<file path="src/rtl/cc_branch_unit.sv">
// LC-3b MEM-stage condition-code register and branch resolve.
// Define BR_STATS_EN to build the BR retired/taken statistics counters.
module cc_branch_unit #(
    parameter int unsigned WIDTH = 16
) (
    input  logic             clk,
    input  logic             reset,
    input  logic             load_cc,
    input  logic             stall,
    input  logic             src_sel,
    input  logic [WIDTH-1:0] wb_alu,
    input  logic [WIDTH-1:0] wb_mem,
    input  logic             is_br,
    input  logic [2:0]       nzp_req,
    output logic [WIDTH-1:0] wb_out,
    output logic [2:0]       gencc_out,
    output logic [2:0]       cc_out,
    output logic             br_en,
    output logic             flush,
    input  logic             cnt_clr,
    output logic [15:0]      br_count,
    output logic [15:0]      br_taken_count
);

    logic en;

    always_comb begin
        wb_out = src_sel ? wb_mem : wb_alu;
    end

    always_comb begin
        gencc_out = 3'b001;
        if (wb_out[WIDTH-1])
            gencc_out = 3'b100;
        else if (wb_out == '0)
            gencc_out = 3'b010;
    end

    always_ff @(posedge clk or posedge reset) begin
        if (reset)
            cc_out <= 3'b010;
        else if (load_cc && !stall)
            cc_out <= gencc_out;
    end

    // Resolve against the registered CC only: a same-cycle load is seen next cycle.
    always_comb begin
        en    = |(cc_out & nzp_req);
        br_en = en & is_br;
        flush = br_en;
    end

`ifdef BR_STATS_EN
    always_ff @(posedge clk or posedge reset) begin
        if (reset) begin
            br_count       <= '0;
            br_taken_count <= '0;
        end else if (cnt_clr) begin
            br_count       <= '0;
            br_taken_count <= '0;
        end else if (!stall) begin
            br_count       <= br_count + {15'd0, is_br};
            br_taken_count <= br_taken_count + {15'd0, br_en};
        end
    end
`else
    logic unused_cnt_clr;

    always_comb begin
        unused_cnt_clr = cnt_clr;
        br_count       = '0;
        br_taken_count = '0;
    end
`endif

endmodule

</file>
<file path="config.mk">
export PLATFORM = sky130hd
export DESIGN_NAME = cc_branch_unit
export DESIGN_NICKNAME = d
export VERILOG_FILES = /design/src/rtl/cc_branch_unit.sv
export SDC_FILE = /design/constraint.sdc
export NUM_CORES = 1
export LEC_CHECK = 0
export CAP_MARGIN = 40
export CORE_MARGIN = 2
export CORE_UTILIZATION = 24
export CTS_CLUSTER_SIZE = 20
export DETAILED_ROUTE_END_ITERATION = 12
export GPL_TIMING_DRIVEN = 0
export PLACE_DENSITY = 0.83
export SLEW_MARGIN = 25
export SYNTH_ARGS = -nofsm -noshare
export SYNTH_HDL_FRONTEND = slang
export SYNTH_SLANG_ARGS = --single-unit
export TNS_END_PERCENT = 50
</file>
<file path="constraint.sdc">
create_clock -name clk -period 1.4 [get_ports clk]
set_input_delay 0.35 -clock clk [delete_from_list [all_inputs] [get_ports clk]]
set_output_delay 0.35 -clock clk [all_outputs]
set_load 0.05 [all_outputs]
</file>
==> results.sh <==
export IMPL_failed_checks="setup timing"
export IMPL_ioPinCount=98
export IMPL_start_kind="register"
export IMPL_dieArea_mm2=0.00332
export IMPL_path_clk_slew_ns=0.04
export IMPL_grt_overflow=0
export IMPL_worstSetupEndpointType="primary output"
export IMPL_worstSkewPairLatency_ns=0.23
export IMPL_htree_levels=1
export IMPL_drive_above_1_share=0.658
export IMPL_rows=19
export IMPL_clkPwrFrac=0.123
export IMPL_rsz0062_at_grt="true"
export IMPL_place_ws_ns=-1.39
export IMPL_period_needed_ns=1.77
export IMPL_post_route_util=0.671
export IMPL_drt_iter0_drc=9
export IMPL_drtPass1Iterations=4
export IMPL_largest_register_ffs=3
export IMPL_power_density_mw_per_mm2=641
export IMPL_fp_coreArea_mm2=0.00273
export IMPL_grt_antenna_before_repair=0
export IMPL_synth_distinct_cells=22
export IMPL_cts_tree="yes"
export IMPL_area_growth_pct=166
export IMPL_synth_top_area_share=0.370
export IMPL_postCtsHoldBufs=0
export IMPL_cts_buffers=3
export IMPL_clock_skew_ns=0
export IMPL_async_flop_share=1.00
export IMPL_grt_max_degree=7
export IMPL_grt_usage=0.167
export IMPL_layout_commonest_cell="buf_4"
export IMPL_hold_class="in -> async"
export IMPL_cp_max_fo=3
export IMPL_place_inst=206
export IMPL_slowest_stage="a222oi_1"
export IMPL_p_total_mw=1.18
export IMPL_ant_nets=0
export IMPL_initial_core_util=0.253
export IMPL_switching_share=0.502
export IMPL_vias_per_cell=3.92
export IMPL_drc=0
export IMPL_fin_area_mm2=0.00184
export IMPL_synth_area_leaders="buf_4 37%, mux2_2 28%, dfrtp_1 7.2%"
export IMPL_syn_area_per_cell_um2=8.63
export IMPL_seq_area_frac_synth=0.111
export IMPL_grt_first_pass_wirelength_mm=4.15
export IMPL_layout_common_cells="39 x buf_4, 32 x conb_1, 18 x buf_8"
export IMPL_place_congestion=0.699
export IMPL_diodes=0
export IMPL_finalSetupTns_ns=-4.92
export IMPL_maxCapViolations=0
export IMPL_crit_chain="a222oi_1 > nor2b_4 > buf_6 > buf_8"
export IMPL_cts_num_sinks=3
export IMPL_drv_slew=0
export IMPL_seq_power_share=0.089
export IMPL_cts_root_buffer="clkbuf_4"
export IMPL_fin_nets=233
export IMPL_ys_ff_latch=3
export IMPL_finalCritPeriodShare=1.26
export IMPL_p_comb_frac=0.788
export IMPL_synth_flop_cell="dfrtp_1"
export IMPL_grt_pass1_vias=916
export IMPL_leakagePower_nw=0.976
export IMPL_holdWs_ns=0.288
export IMPL_outcome="finished with violations"
export IMPL_die_y_um=57.6
export IMPL_finalHoldViolCount=0
export IMPL_p_int_uw=586
export IMPL_regMostFlops="cc_out"
export IMPL_netlist_area_um2=691
export IMPL_die_width_um=57.6
export IMPL_routed_via_count=866
export IMPL_synthCells=80
export IMPL_io_buffers=64
export IMPL_largest_registers="cc_out: 3 flops"
export IMPL_postPlaceCellArea_mm2=0.00156
export IMPL_max_stage_delay_ns=0.45
export IMPL_finalSetupViolCount=21
export IMPL_max_freq_ghz=0.565
export IMPL_wl_per_cell_um=12.5
export IMPL_cts_buffer_depth=2
export IMPL_wirelength_mm=2.75
export IMPL_yosys_warnings=0
export IMPL_finalWorstSetupSlack_ns=-0.370
export IMPL_p_sw_uw=590
export IMPL_synth_edf_count=0
export IMPL_vdd_drop_max_v=0.000460
export IMPL_dp_hpwl_mm=2.17
export IMPL_yosysTopAreaCell="buf_4"
export IMPL_worst_ep_required_time_ns=1.05
export IMPL_worstPathArrival_ns=1.42
export IMPL_stdcell_count=221
export IMPL_crit_type="reg -> out"
export IMPL_fillers=229
-- power groups by stage --
stage                     Sequential [mW]  Clock (mW)  Combinational, mW
after CTS                           0.105       0.157              0.870
after floorplan                     0.136           0              0.536
after global placement              0.106           0              0.808
final                               0.105       0.145              0.927
after detailed placement            0.106           0              0.817
after global routing                0.105       0.166              0.962
-- worst max-delay path, delay by kind of cell (launching register included) --
family / cells / cell delay, ns
AO/OA/AOI/OAI: 1 / 0.45
buffers and inverters: 2 / 0.27
flip-flops: 1 / 0.40
AND/OR/NAND/NOR: 1 / 0.08
-- what timing repair did --
action                                  4_1_cts  5_1_grt
setup buffers                                 5        5
pin swaps                                    15       13
gates cloned                                  1        0
endpoints found under the setup margin       27       23
gates resized for setup                     220       87
-- metal layers --
metal	track usage	up-vias	part of all wire
met1	0.161	378	0.31
met3	0.0335	8	0.065
met5	0	-	0
met2	0.321	41	0.59
met4	0.0963	0	0.032
li1	-	439	-
-- cells by family (layout without fill, tap and decap cells) --
family | count (synthesis) | count (layout) | share of synthesized area
muxes | 18 | 18 | 0.293
and+or+nand+nor | 17 | 17 | 0.143
DFF | 3 | 3 | 0.111
other | 1 | 32 | 0.00543
AOI/OAI and AO/OA | 4 | 4 | 0.0489
buffers and inverters | 37 | 116 | 0.399
-- synthesized netlist by cell type (2+ instances only) --
| cell | instances |
|---|---|
| buf_4 | 34 |
| dfrtp_1 | 2 |
| mux2_2 | 17 |
| nand4_1 | 2 |
| nor2_1 | 4 |
| nor3_1 | 3 |
| nor4_1 | 3 |
-- area by class of cell --
| cell class | count | area, um2 | share of cell area |
|---|---|---|---|
| buffer | 36 | 302 | 0.164 |
| clock buffer | 4 | 26.3 | 0.0143 |
| inverter | 1 | 3.75 | 0.00204 |
| multi-input combinational | 71 | 607 | 0.331 |
| sequential | 3 | 77.6 | 0.0423 |
| tap | 31 | 38.8 | 0.0211 |
| timing repair buffer | 75 | 781 | 0.425 |
-- worst paths after layout --
kind / slack (ns) / to / start / cells past startpoint
min: 0.29 / cc_out[0] / reset / 2
max reg2reg: 0.63 / cc_out[2] / cc_out[2] / 1
max: -0.37 / flush / cc_out[0] / 4
min reg2reg: 0.51 / cc_out[0] / cc_out[0] / 2
min in group clk: 0.51 / cc_out[0] / cc_out[0] / 2
max in group asynchronous: 0.90 / cc_out[1] / reset / 2
No activity file was read; power rests on OpenSTA's default activity.
